### src/rtl/mem_stage_if.sv
// MEM-stage port bundle: the EX->MEM inputs, the stall vector, SRAM read data and
// the MEM->WB / forwarding outputs. The master drives the stage and the slave is the stage.
interface mem_stage_if #(
  parameter int EX_TO_MEM_WD = 80,
  parameter int MEM_TO_WB_WD = 70,
  parameter int HILO_WD      = 66
) ();
  logic [5:0]              stall;
  logic [EX_TO_MEM_WD-1:0] ex_to_mem_bus;
  logic [HILO_WD-1:0]      hilo_ex_to_mem;
  logic [31:0]             data_sram_rdata;
  logic [MEM_TO_WB_WD-1:0] mem_to_wb_bus;
  logic [37:0]             mem_to_id;
  logic                    mem_is_load;
  logic [HILO_WD-1:0]      hilo_mem_to_wb;
  logic [HILO_WD-1:0]      hilo_mem_to_id;
  logic                    mem_addr_err;

  modport master (
    output stall, ex_to_mem_bus, hilo_ex_to_mem, data_sram_rdata,
    input  mem_to_wb_bus, mem_to_id, mem_is_load, hilo_mem_to_wb, hilo_mem_to_id,
           mem_addr_err
  );

  modport slave (
    input  stall, ex_to_mem_bus, hilo_ex_to_mem, data_sram_rdata,
    output mem_to_wb_bus, mem_to_id, mem_is_load, hilo_mem_to_wb, hilo_mem_to_id,
           mem_addr_err
  );
endinterface

### src/rtl/mem_stage.sv
// Pipeline MEM stage: registers EX->MEM and HI/LO, extracts load data with a stall-safe hold word.
// Optional macro MEM_UNALIGNED_CHK_EN flags misaligned lh/lhu/lw and suppresses their register write.
module mem_stage #(
  parameter int EX_TO_MEM_WD = 80,
  parameter int MEM_TO_WB_WD = 70,
  parameter int HILO_WD      = 66
) (
  input  logic        clk,
  input  logic        rst,
  mem_stage_if.slave  mem_if
);

  localparam logic [3:0] RD_LB  = 4'b0001;
  localparam logic [3:0] RD_LBU = 4'b0010;
  localparam logic [3:0] RD_LH  = 4'b0011;
  localparam logic [3:0] RD_LHU = 4'b0100;
  localparam logic [3:0] RD_LW  = 4'b1111;

  logic [EX_TO_MEM_WD-1:0] ex_to_mem_bus_reg;
  logic [HILO_WD-1:0]      hilo_reg;
  logic                    hold_valid_reg;
  logic [31:0]             hold_data_reg;

  logic [3:0]  readen;
  logic [31:0] pc;
  logic        sel_rf_res;
  logic        rf_we;
  logic [4:0]  rf_waddr;
  logic [31:0] ex_result;
  logic [1:0]  addr_lo;

  assign readen     = ex_to_mem_bus_reg[79:76];
  assign pc         = ex_to_mem_bus_reg[75:44];
  assign sel_rf_res = ex_to_mem_bus_reg[38];
  assign rf_we      = ex_to_mem_bus_reg[37];
  assign rf_waddr   = ex_to_mem_bus_reg[36:32];
  assign ex_result  = ex_to_mem_bus_reg[31:0];
  assign addr_lo    = ex_result[1:0];

  logic is_load;
  logic take_bubble;
  logic take_new;
  logic capture;

  always_comb begin
    is_load = 1'b0;
    case (readen)
      RD_LB, RD_LBU, RD_LH, RD_LHU, RD_LW: is_load = 1'b1;
      default:                            is_load = 1'b0;
    endcase
  end

  assign take_bubble = mem_if.stall[3] && !mem_if.stall[4];
  assign take_new    = !mem_if.stall[3];
  // Grab the SRAM word only once per stalled residency; later cycles may see unrelated reads.
  assign capture     = is_load && !hold_valid_reg && mem_if.stall[3] && mem_if.stall[4];

  always_ff @(posedge clk) begin
    if (rst) begin
      ex_to_mem_bus_reg <= '0;
      hilo_reg          <= '0;
      hold_valid_reg    <= 1'b0;
      hold_data_reg     <= 32'h0;
    end else if (take_bubble) begin
      ex_to_mem_bus_reg <= '0;
      hilo_reg          <= '0;
      hold_valid_reg    <= 1'b0;
    end else if (take_new) begin
      ex_to_mem_bus_reg <= mem_if.ex_to_mem_bus;
      hilo_reg          <= mem_if.hilo_ex_to_mem;
      hold_valid_reg    <= 1'b0;
    end else if (capture) begin
      hold_valid_reg    <= 1'b1;
      hold_data_reg     <= mem_if.data_sram_rdata;
    end
  end

  logic [31:0] load_word;
  logic [7:0]  byte_lane [4];
  logic [7:0]  sel_byte;
  logic [15:0] sel_half;
  logic [31:0] load_data;

  assign load_word = hold_valid_reg ? hold_data_reg : mem_if.data_sram_rdata;

  generate
    for (genvar gi = 0; gi < 4; gi++) begin : g_byte_lane
      assign byte_lane[gi] = load_word[8*gi +: 8];
    end
  endgenerate

  assign sel_byte = byte_lane[addr_lo];
  assign sel_half = addr_lo[1] ? load_word[31:16] : load_word[15:0];

  always_comb begin
    load_data = 32'h0;
    case (readen)
      RD_LB:   load_data = {{24{sel_byte[7]}}, sel_byte};
      RD_LBU:  load_data = {24'h0, sel_byte};
      RD_LH:   load_data = {{16{sel_half[15]}}, sel_half};
      RD_LHU:  load_data = {16'h0, sel_half};
      RD_LW:   load_data = load_word;
      default: load_data = 32'h0;
    endcase
  end

  logic addr_err;

`ifdef MEM_UNALIGNED_CHK_EN
  always_comb begin
    addr_err = 1'b0;
    case (readen)
      RD_LH, RD_LHU: addr_err = addr_lo[0];
      RD_LW:         addr_err = (addr_lo != 2'b00);
      default:       addr_err = 1'b0;
    endcase
  end
`else
  assign addr_err = 1'b0;
`endif

  logic        rf_we_eff;
  logic [31:0] rf_wdata;

  assign rf_we_eff = rf_we && !addr_err;
  assign rf_wdata  = sel_rf_res ? load_data : ex_result;

  assign mem_if.mem_to_wb_bus  = {pc, rf_we_eff, rf_waddr, rf_wdata};
  assign mem_if.mem_to_id      = {rf_we_eff, rf_waddr, rf_wdata};
  assign mem_if.mem_is_load    = is_load;
  assign mem_if.hilo_mem_to_wb = hilo_reg;
  assign mem_if.hilo_mem_to_id = hilo_reg;
  assign mem_if.mem_addr_err   = addr_err;

  // ram_en/ram_wen were consumed by the SRAM request in EX; other stall bits belong to other stages.
  logic unused_bits;
  assign unused_bits = ^{ex_to_mem_bus_reg[43:39], mem_if.stall[5], mem_if.stall[2:0]};

endmodule

### src/flat_wrapper.sv
// flat-port wrapper written by rule: the top's interface ports become plain ports
module mem_stage_flat 
#(
  parameter int EX_TO_MEM_WD = 80,
  parameter int MEM_TO_WB_WD = 70,
  parameter int HILO_WD      = 66
)
  (clk, rst, mem_if_stall, mem_if_ex_to_mem_bus, mem_if_hilo_ex_to_mem, mem_if_data_sram_rdata, mem_if_mem_to_wb_bus, mem_if_mem_to_id, mem_if_mem_is_load, mem_if_hilo_mem_to_wb, mem_if_hilo_mem_to_id, mem_if_mem_addr_err);
  mem_stage_if #(.EX_TO_MEM_WD(EX_TO_MEM_WD), .MEM_TO_WB_WD(MEM_TO_WB_WD), .HILO_WD(HILO_WD)) mem_if_i ();
  input  logic clk;
  input  logic rst;
  input wire logic [$bits(mem_if_i.stall)-1:0] mem_if_stall;
  input wire logic [$bits(mem_if_i.ex_to_mem_bus)-1:0] mem_if_ex_to_mem_bus;
  input wire logic [$bits(mem_if_i.hilo_ex_to_mem)-1:0] mem_if_hilo_ex_to_mem;
  input wire logic [$bits(mem_if_i.data_sram_rdata)-1:0] mem_if_data_sram_rdata;
  output wire logic [$bits(mem_if_i.mem_to_wb_bus)-1:0] mem_if_mem_to_wb_bus;
  output wire logic [$bits(mem_if_i.mem_to_id)-1:0] mem_if_mem_to_id;
  output wire logic [$bits(mem_if_i.mem_is_load)-1:0] mem_if_mem_is_load;
  output wire logic [$bits(mem_if_i.hilo_mem_to_wb)-1:0] mem_if_hilo_mem_to_wb;
  output wire logic [$bits(mem_if_i.hilo_mem_to_id)-1:0] mem_if_hilo_mem_to_id;
  output wire logic [$bits(mem_if_i.mem_addr_err)-1:0] mem_if_mem_addr_err;
  assign mem_if_i.stall = mem_if_stall;
  assign mem_if_i.ex_to_mem_bus = mem_if_ex_to_mem_bus;
  assign mem_if_i.hilo_ex_to_mem = mem_if_hilo_ex_to_mem;
  assign mem_if_i.data_sram_rdata = mem_if_data_sram_rdata;
  assign mem_if_mem_to_wb_bus = mem_if_i.mem_to_wb_bus;
  assign mem_if_mem_to_id = mem_if_i.mem_to_id;
  assign mem_if_mem_is_load = mem_if_i.mem_is_load;
  assign mem_if_hilo_mem_to_wb = mem_if_i.hilo_mem_to_wb;
  assign mem_if_hilo_mem_to_id = mem_if_i.hilo_mem_to_id;
  assign mem_if_mem_addr_err = mem_if_i.mem_addr_err;
  mem_stage #(.EX_TO_MEM_WD(EX_TO_MEM_WD), .MEM_TO_WB_WD(MEM_TO_WB_WD), .HILO_WD(HILO_WD)) u_core (.clk(clk), .rst(rst), .mem_if(mem_if_i));
endmodule
### config.mk
export PLATFORM = sky130hd
export DESIGN_NAME = mem_stage_flat
export DESIGN_NICKNAME = d
export VERILOG_FILES = /design/src/rtl/mem_stage_if.sv /design/src/rtl/mem_stage.sv /design/src/flat_wrapper.sv
export SDC_FILE = /design/constraint.sdc
export NUM_CORES = 1
export LEC_CHECK = 0
export CAP_MARGIN = 10
export CORE_AREA = 2 2 165 167
export DETAILED_ROUTE_END_ITERATION = 7
export DIE_AREA = 0 0 167 169
export PLACE_DENSITY = 0.69
export SYNTH_ARGS = -nofsm -noshare
export SYNTH_HDL_FRONTEND = slang
export SYNTH_SLANG_ARGS = --single-unit
### constraint.sdc
create_clock -name clk -period 2.4 [get_ports clk]
set_input_delay 0.48 -clock clk [delete_from_list [all_inputs] [get_ports clk]]
set_output_delay 0.48 -clock clk [all_outputs]
set_load 0.03 [all_outputs]
After elaboration in Yosys (flattened, before gate mapping)
Cells that the tools add are included.
{"block": "op_classes", "muxes": 8, "magnitude_cmp": 1, "eq_ne": 5, "reduce_logical": 10, "bitwise": 3}
{"cell": "$pmux 32 s5", "count": 1}
{"cell": "$mux 32", "count": 2}
{"cell": "$bmux 8 s2", "count": 1}
{"cell": "$mux 16", "count": 1}
{"cell": "$mux 8", "count": 2}
{"cell": "$eq 4x2->1 const B", "count": 2}
{"cell": "$reduce_or 5->1", "count": 1}
{"cell": "$eq 4x1->1 const B", "count": 1}
{"cell": "$eq 4x3->1 const B", "count": 1}
{"cell": "$eq 4x4->1 const B", "count": 1}
{"cell": "$logic_and 1x1->1", "count": 4}
{"cell": "$ge 3x3->1 const B", "count": 1}
{"cell": "$not 2->3", "count": 1}
{"cell": "$reduce_and 3->1", "count": 1}
{"cell": "$reduce_or 3->1", "count": 1}
{"cell": "$logic_not 1->1", "count": 2}
{"cell": "$not 1->1", "count": 2}
{"cell": "$reduce_or 2->1", "count": 1}
{"cell": "$mux 1", "count": 1}
{"block": "totals", "elab_cells": 31, "reg_bits": 179, "input_bits": 186}

Logic depth before layout (Yosys ltp)
Gate-level depths: netlist of the first run.
{"block": "depth", "word_depth": 7, "ltp_mapped": 9}

Worst setup path after synthesis of the first run
No wires, ideal clock.
{"block": "synth_timing", "path_kind": "input to output", "start": "in mem_if_data_sram_rdata[15]", "end": "out mem_if_mem_to_wb_bus[24]", "cell_stages": 6, "arrival_ns": 2.370, "n_path_buf": 1, "path_slack_ns": -0.450, "path_cell_list": "mux2_4 > mux4_2 > and4b_4 > o211ai_4 > o221ai_1 > buf_4"}
{"block": "synth_between", "elab_chain_len": 6, "word_cells_on_any_way": 7, "cone_classes": "mux: 7"}
{"element": "start: declaration", "line_no": "flat_wrapper.sv:15", "source": "input wire logic [$bits(mem_if_i.data_sram_rdata)-1:0] mem_if_data_sram_rdata;"}
{"element": "$mux 32 (*)", "line_no": "mem_stage.sv:84", "source": "assign load_word = hold_valid_reg ? hold_data_reg : mem_if.data_sram_rdata;"}
{"element": "$bmux 8 s2", "line_no": "mem_stage.sv:92", "source": "assign sel_byte = byte_lane[addr_lo];"}
{"element": "$mux 8 (implied by the code) (2 in a row)", "line_no": "mem_stage.sv:92"}
{"element": "$pmux 32 s5 (*)", "line_no": "mem_stage.sv:97", "source": "case (readen)"}
{"element": "$mux 32 (*)", "line_no": "mem_stage.sv:126", "source": "assign rf_wdata = sel_rf_res ? load_data : ex_result;"}
{"element": "end: declaration", "line_no": "flat_wrapper.sv:16", "source": "output wire logic [$bits(mem_if_i.mem_to_wb_bus)-1:0] mem_if_mem_to_wb_bus;"}
Mark *: on every way between the ends. The rest lies on a longest branch, timed or not. The select of a mux whose other input is x is not followed.

Worst setup path after layout of the first run
{"block": "layout_timing", "start": "reg u_core.hold_valid_reg", "end": "out mem_if_mem_to_id[31]"}
{"block": "layout_between", "elab_chain_len": 6, "word_cells_on_any_way": 7, "cone_classes": "mux: 7"}
{"element": "start: declaration", "line_no": "mem_stage.sv:21", "source": "logic hold_valid_reg;"}
{"element": "start signal: assignment", "line_no": "mem_stage.sv:62", "source": "hold_valid_reg <= 1'b0;"}
{"element": "start signal: assignment", "line_no": "mem_stage.sv:67", "source": "hold_valid_reg <= 1'b0;"}
{"element": "start signal: assignment", "line_no": "mem_stage.sv:71", "source": "hold_valid_reg <= 1'b0;"}
{"element": "$mux 32 (*)", "line_no": "mem_stage.sv:84"}
{"element": "$bmux 8 s2", "line_no": "mem_stage.sv:92"}
{"element": "$mux 8 (implied by the code) (2 in a row)", "line_no": "mem_stage.sv:92"}
{"element": "$pmux 32 s5 (*)", "line_no": "mem_stage.sv:97"}
{"element": "$mux 32 (*)", "line_no": "mem_stage.sv:126"}
{"element": "end: declaration", "line_no": "flat_wrapper.sv:17", "source": "output wire logic [$bits(mem_if_i.mem_to_id)-1:0] mem_if_mem_to_id;"}
Marked as above.

==> flow_metrics.env, run 1 <==
export IMPL_run_status="finished, violations left"
export IMPL_failed_checks="negative setup slack"
export IMPL_postSynthRegisterBits=174
export IMPL_min_period_ns=3.11
export IMPL_h_tree_depth=4
export IMPL_maximum_number_of_pins_on_one_net_before_global_route_repair=73
export IMPL_count_of_flip_flops_with_a_built_in_enable_after_synthesis=0
export IMPL_post_place_ws_ns=-1.22
export IMPL_drtIter0Drc=271
export IMPL_final_period_utilization_pct=130
export IMPL_static_leakage_power_uw=0.00572
export IMPL_synth_most_common_cell="sky130_fd_sc_hd__mux2i_1"
export IMPL_routed_length_per_placed_instance_um=18.0
export IMPL_timing_final_setup_violations=64
export IMPL_die_area_um2=28200
export IMPL_cts_buffers_inserted=17
export IMPL_synth_warnings=0
export IMPL_clock_network_latency_to_the_later_pin_of_the_worst_skew_pair_ns=0.42
export IMPL_whs_ns=0.448
export IMPL_coreArea_um2=26500
export IMPL_share_of_synthesized_registers_carrying_an_async_set_or_reset_pct=0
export IMPL_synthesis_instances=915
export IMPL_io_buffer_count=417
export IMPL_tritoncts="built"
export IMPL_numClockSinks=174
export IMPL_worst_slew_margin_rel_pct=53.4
export IMPL_grt_pass1_wl_um=43700
export IMPL_die_width_um=167
export IMPL_timing_critical_path_required_ns=1.92
export IMPL_worst_slew_pin_transition_ns=0.699
export IMPL_row_count=60
export IMPL_drive_gt1_share_pct=23.0
export IMPL_totalNegativeSetupSlack_ns=-35.53
export IMPL_mappedNetlistNets=1101
export IMPL_clk_pin_slew_ns=0.06
export IMPL_fmax_mhz=322
export IMPL_dpl_hpwl_um=22100
export IMPL_detailroute_via_count=7448
export IMPL_ir_worst_vdd_uv=359
export IMPL_grt_setup_unrepaired="true"
export IMPL_synthTopCellsByCount="207 x sky130_fd_sc_hd__mux2i_1, 202 x sky130_fd_sc_hd__nor2_1, 174 x sky130_fd_sc_hd__dfxtp_1"
export IMPL_timing_hold_violations_final=0
export IMPL_count_of_antenna_violating_nets_left_after_detailed_routing=0
export IMPL_mappedNetlistArea_um2=8590
export IMPL_cap_viol_max_count=0
export IMPL_cts_root_buf="sky130_fd_sc_hd__clkbuf_16"
export IMPL_fillCellCount=2438
export IMPL_number_of_placed_i_o_pins=428
export IMPL_area_growth_synth_to_final_pct=62.8
export IMPL_grt_total_usage_pct=20.0
export IMPL_worst_ep_arrival_time_ns=2.63
export IMPL_final_setup_skew_ns=0.0118
export IMPL_timing_hold_worst_class="input port to register"
export IMPL_timing_setup_critical_path_class="register to output port"
export IMPL_routed_wirelength_um=29200
export IMPL_synthFlopType="sky130_fd_sc_hd__dfxtp_1"
export IMPL_top_post_synthesis_cells_by_area="sky130_fd_sc_hd__dfxtp_1 41%, sky130_fd_sc_hd__mux2i_1 24%, sky130_fd_sc_hd__buf_4 13%"
export IMPL_yosysSeqAreaShare_pct=40.5
export IMPL_global_route_usage_met1_pct=21.4
export IMPL_timing_max_transition_violations_final=0
export IMPL_antenna_found_initial=2
export IMPL_yosys_area_top_type="sky130_fd_sc_hd__dfxtp_1"
export IMPL_grt_ovfl_total=0
export IMPL_critical_path_end_type="output port"
export IMPL_cts_path_max_buffers=2
export IMPL_post_layout_utilization_of_the_core_pct=52.8
export IMPL_nNetsFinal=1453
export IMPL_gp_congestion=0.828
export IMPL_power_density_cell_area_nw_per_um2=567
export IMPL_initial_utilization_pct=32.4
export IMPL_critPathLaunchType="register"
export IMPL_synthDominantCellAreaShare_pct=40.5
export IMPL_groute_layer_met2_usage_pct=37.2
export IMPL_setup_slack_ns=-0.709
export IMPL_largest_reg_flops=75
export IMPL_detail_route_drc_violations=0
export IMPL_vias_in_the_first_global_route=7546
export IMPL_dieHeight_um=169
export IMPL_worstPathMaxFanout=15
export IMPL_post_drt_via_cell_ratio=4.59
export IMPL_synthDistinctLibCells=45
export IMPL_grt_met3_usage_pct=6.69
export IMPL_gr_max_usage_layer="met2"
export IMPL_1st_pass_router_iterations=4
export IMPL_syn_area_per_cell_um2=9.39
export IMPL_cts_hold_fix_buffers=0
-- worst max-delay path: stages (launching register included) --
cell                       delay, ns
sky130_fd_sc_hd__dfxtp_4        0.41
sky130_fd_sc_hd__mux2_4         0.32
sky130_fd_sc_hd__mux4_2         0.49
sky130_fd_sc_hd__and4b_4        0.21
sky130_fd_sc_hd__o211ai_4       0.18
sky130_fd_sc_hd__buf_12         0.19
sky130_fd_sc_hd__buf_6          0.12
sky130_fd_sc_hd__o221ai_2       0.10
sky130_fd_sc_hd__buf_4          0.20
-- final timing paths --
check / startpoint / end / slack, ns / cells after the start
worst min register to register: u_core.ex_to_mem_bus_reg[22] / u_core.ex_to_mem_bus_reg[22] / 0.49 / 2
worst max-delay path: u_core.hold_valid_reg / mem_if_mem_to_id[31] / -0.71 / 8
worst min-delay path: mem_if_stall[3] / u_core.hold_valid_reg / 0.45 / 3
worst max register to register: u_core.ex_to_mem_bus_reg[78] / u_core.hold_data_reg[2] / 0.31 / 7
-- layout make-up --
| cell class | instances | area (µm²) | share of cell area, % |
|---|---|---|---|
| Tap cell | 341 | 427 | 3.05 |
| Antenna cell | 2 | 5.00 | 0.0358 |
| Timing Repair Buffer | 535 | 5260 | 37.6 |
| Clock inverter | 15 | 149 | 1.06 |
| Inverter | 5 | 18.8 | 0.134 |
| Multi-Input combinational cell | 534 | 4190 | 30.0 |
| Sequential cell | 174 | 3510 | 25.1 |
| Clock buffer | 17 | 425 | 3.04 |
-- cell families (layout without fill, tap and decap cells) --
logic type / count (synthesis) / count (layout) / synth area share, %
other: 1 / 3 / 0.0437
DFF: 174 / 174 / 40.5
xor gates and xnor gates: 1 / 1 / 0.102
buffers and inverters: 207 / 572 / 15.6
muxes: 221 / 221 / 27.0
AOI/OAI and AO/OA: 64 / 64 / 5.11
and+or+nand+nor: 247 / 247 / 11.5
-- stage by stage --
| stage | cells | power [µW] | area, µm² |
|---|---|---|---|
| finish | 1623 | 7930 | 14000 |
| floorplan | 915 | 4350 | 8720 |
| CTS | 1609 | 8000 | 13900 |
| detailed placement | 1558 | 5170 | 12700 |
| global placement | 1558 | 5150 | 12700 |
| global route | 1622 | 8260 | 14000 |
-- layout by cell type, fill, tap and decap left out, drive strengths merged, types with 3 or more instances in the layout --
cell,count
a21oi,11
clkdlybuf4s50,347
mux4,7
inv,13
dlygate4sd2,4
o221a,4
clkdlybuf4s15,14
o21ai,21
dfxtp,174
nor2,202
mux2i,207
buf,169
a21o,3
nand2,28
clkbuf,18
nor3,4
a31oi,9
o221ai,4
clkinv,7
mux2,7
-- per-layer routing --
layer  wire (µm)  part of all wire [%]  vias to the layer above
li1            -                     -                     3645
met1       11000                    38                     3501
met2       15400                    53                      274
met3        2140                   7.3                       28
met4         610                   2.1                        0
met5           0                     0                        -
-- timing repair --
action,4_1_cts,5_1_grt
setup buffers,19,13
resized for setup,288,47
pin swaps,9,17
setup endpoints to repair,65,64
-- report_power, final --
group	switching (µW)	total (µW)	internal (µW)
sequential	106	3120	3020
combinational	1060	2090	1030
clock	1320	2710	1390
total	2490	7930	5430
(Power assumes the default switching activity.)
==> run 2, diff against run 1 <==
- ABC_CLOCK_PERIOD_IN_PS: not set -> 2400
- TNS_END_PERCENT: not set -> 30
==> run 2 against run 1 <==
Critical path type unchanged. Clock power is 4% higher. The run still ends with negative setup slack left. Cell count is 0.99% lower. Fmax is 2.4% lower. Hold slack worse by 0.10 ns. Utilization is 1.1 points lower. Worst setup slack worse by 0.078 ns. Highest routed layer is now met5. Routed wire length is 0.83% lower.
==> flow_metrics.env, run 2 (synthesis results as in run 1) <==
export IMPL_timing_setup_critical_path_class="register to output port"
export IMPL_area_growth_synth_to_final_pct=59.4
export IMPL_timing_critical_path_required_ns=1.92
export IMPL_uppermost_signal_routing_layer_after_detailed_routing="met5"
export IMPL_met3RoutedLength_um=2000
export IMPL_detail_route_drc_violations=0
export IMPL_worst_slew_margin_rel_pct=42.7
export IMPL_post_layout_nonfiller_instances=1607
export IMPL_cap_viol_max_count=0
export IMPL_routed_wirelength_um=28900
export IMPL_critical_path_end_type="output port"
export IMPL_wl_met1_um=11400
export IMPL_initial_utilization_pct=32.4
export IMPL_critPathLaunchType="register"
export IMPL_post_layout_utilization_of_the_core_pct=51.7
export IMPL_worst_slew_pin_transition_ns=0.860
export IMPL_stdcell_area_um2=13700
export IMPL_gp_congestion=0.844
export IMPL_run_status="finished, violations left"
export IMPL_most_common_layout_cells="347 x sky130_fd_sc_hd__clkdlybuf4s50_1, 202 x sky130_fd_sc_hd__nor2_1, 201 x sky130_fd_sc_hd__mux2i_1"
export IMPL_timing_max_transition_violations_final=0
export IMPL_grt_pass1_wl_um=42700
export IMPL_final_period_utilization_pct=133
export IMPL_numClockSinks=174
export IMPL_die_area_um2=28200
export IMPL_maximum_number_of_pins_on_one_net_before_global_route_repair=115
export IMPL_antenna_found_initial=6
export IMPL_clk_pin_slew_ns=0.07
export IMPL_layout_cells_most_common="sky130_fd_sc_hd__clkdlybuf4s50_1"
export IMPL_grt_total_usage_pct=19.4
export IMPL_cts_buffers_inserted=17
export IMPL_timing_hold_worst_class="input port to register"
export IMPL_final_setup_skew_ns=0.0109
export IMPL_vias_in_the_first_global_route=7457
export IMPL_failed_checks="negative setup slack"
export IMPL_dpl_hpwl_um=21900
export IMPL_nNetsFinal=1437
export IMPL_r2r_cells=7
export IMPL_worstPathMaxFanout=8
export IMPL_min_period_ns=3.19
export IMPL_largest_reg_flops=75
export IMPL_hp_start="mem_if_data_sram_rdata[7]"
export IMPL_grt_ovfl_total=0
export IMPL_count_of_antenna_violating_nets_left_after_detailed_routing=0
export IMPL_grt_setup_unrepaired="true"
export IMPL_tritoncts="built"
export IMPL_worstReg2RegStart="u_core.ex_to_mem_bus_reg[76]"
export IMPL_row_count=60
export IMPL_power_density_cell_area_nw_per_um2=582
export IMPL_setup_slack_ns=-0.787
export IMPL_placedCellCount=1559
export IMPL_cts_root_buf="sky130_fd_sc_hd__clkbuf_16"
export IMPL_fmax_mhz=314
export IMPL_met2_length_um=14900
export IMPL_1st_pass_router_iterations=5
export IMPL_coreArea_um2=26500
export IMPL_timing_hold_violations_final=0
export IMPL_number_of_placed_i_o_pins=428
export IMPL_r2r_setup_slack_ns=0.29
export IMPL_worstHoldPathCells=3
export IMPL_post_dp_cell_area_um2=12700
export IMPL_io_buffer_count=417
export IMPL_static_leakage_power_uw=0.00562
export IMPL_h_tree_depth=4
export IMPL_post_drt_via_cell_ratio=4.63
export IMPL_worst_hold_path_endpoint="u_core.hold_data_reg[7]"
export IMPL_dieHeight_um=169
export IMPL_timing_rr_end="u_core.hold_data_reg[27]"
export IMPL_clock_network_latency_to_the_later_pin_of_the_worst_skew_pair_ns=0.42
export IMPL_timing_final_setup_violations=64
export IMPL_die_width_um=167
export IMPL_cts_path_max_buffers=2
export IMPL_drive_gt1_share_pct=21.1
export IMPL_drtIter0Drc=277
export IMPL_routed_length_per_placed_instance_um=18.0
export IMPL_detailroute_via_count=7447
export IMPL_ir_worst_vdd_uv=384
export IMPL_worst_ep_arrival_time_ns=2.71
-- run 2: cell count changes in the layout (fill, tap and decap cells not counted), sizes merged --
cell / previous run / this run
buf: 169 / 152
bufinv: 0 / 1
clkbuf: 18 / 22
clkdlybuf4s15: 14 / 12
clkinv: 7 / 2
diode: 2 / 3
dlygate4sd2: 4 / 3
dlymetal6s2s: 0 / 1
inv: 13 / 15
-- run 2: power breakdown --
part	switching [µW]	leakage (µW)	internal, µW
sequential	104	0.00143	3020
clock	1310	0.000289	1500
combinational	1040	0.00390	989
-- run 2: metal layers --
layer  vias up  GRT usage, %
met5         -             0
met4         4          6.45
met3        33          5.99
met2       292          34.9
met1      3506          21.8
li1       3612             -
-- run 2: layout make-up --
class,instances,area [µm²]
multi-input cells,534,4070
flip-flops and latches,174,3500
repair buffers,519,5090
diodes,3,7.51
clock inverters,13,143
inverters,5,18.8
clock buffers,18,439
well taps,341,427
fillers,2493,12800
-- run 2: critical path, cell delays in order (launching register included) --
cell and delay (ns):
sky130_fd_sc_hd__dfxtp_4 0.42, sky130_fd_sc_hd__mux2_4 0.33, sky130_fd_sc_hd__mux4_2 0.49, sky130_fd_sc_hd__and4b_4 0.22, sky130_fd_sc_hd__a221o_1 0.30, sky130_fd_sc_hd__mux2_4 0.29
sky130_fd_sc_hd__buf_6 0.12, sky130_fd_sc_hd__buf_6 0.13
-- run 2: how the worst max path moves through the flow --
stage,start,cells after the start,slack (ns),to
3_3_place_gp,mem_if_data_sram_rdata[15],7,-1.11,mem_if_mem_to_wb_bus[15]
2_1_floorplan,mem_if_data_sram_rdata[15],7,-0.30,mem_if_mem_to_wb_bus[18]
5_1_grt,u_core.hold_valid_reg,7,-0.85,mem_if_mem_to_id[7]
4_1_cts,u_core.hold_valid_reg,7,-0.79,mem_if_mem_to_id[15]
3_5_place_dp,mem_if_data_sram_rdata[15],7,-1.14,mem_if_mem_to_wb_bus[15]
6_report,u_core.hold_valid_reg,7,-0.79,mem_if_mem_to_id[15]
-- run 2: through the flow --
step                      worst slack [ns]  hold WS [ns]  power, µW  setup TNS, ns
after floorplan                     -0.299         0.458       4340          -7.76
after global placement               -1.11         0.469       5150         -50.43
after detailed placement             -1.14         0.485       5170         -51.91
after CTS                           -0.788         0.415       8010         -38.69
after global routing                -0.851         0.394       8290         -43.27
final                               -0.787         0.346       7970         -38.45
-- run 2: what timing repair did --
item                       4_1_cts  5_1_grt
gates resized for setup        237       78
hold buffers                     0        0
setup endpoints to repair       65       65
pin swaps                        0        4
setup buffers                    2       11
hold endpoints to repair         0        0
gates cloned                     0        1
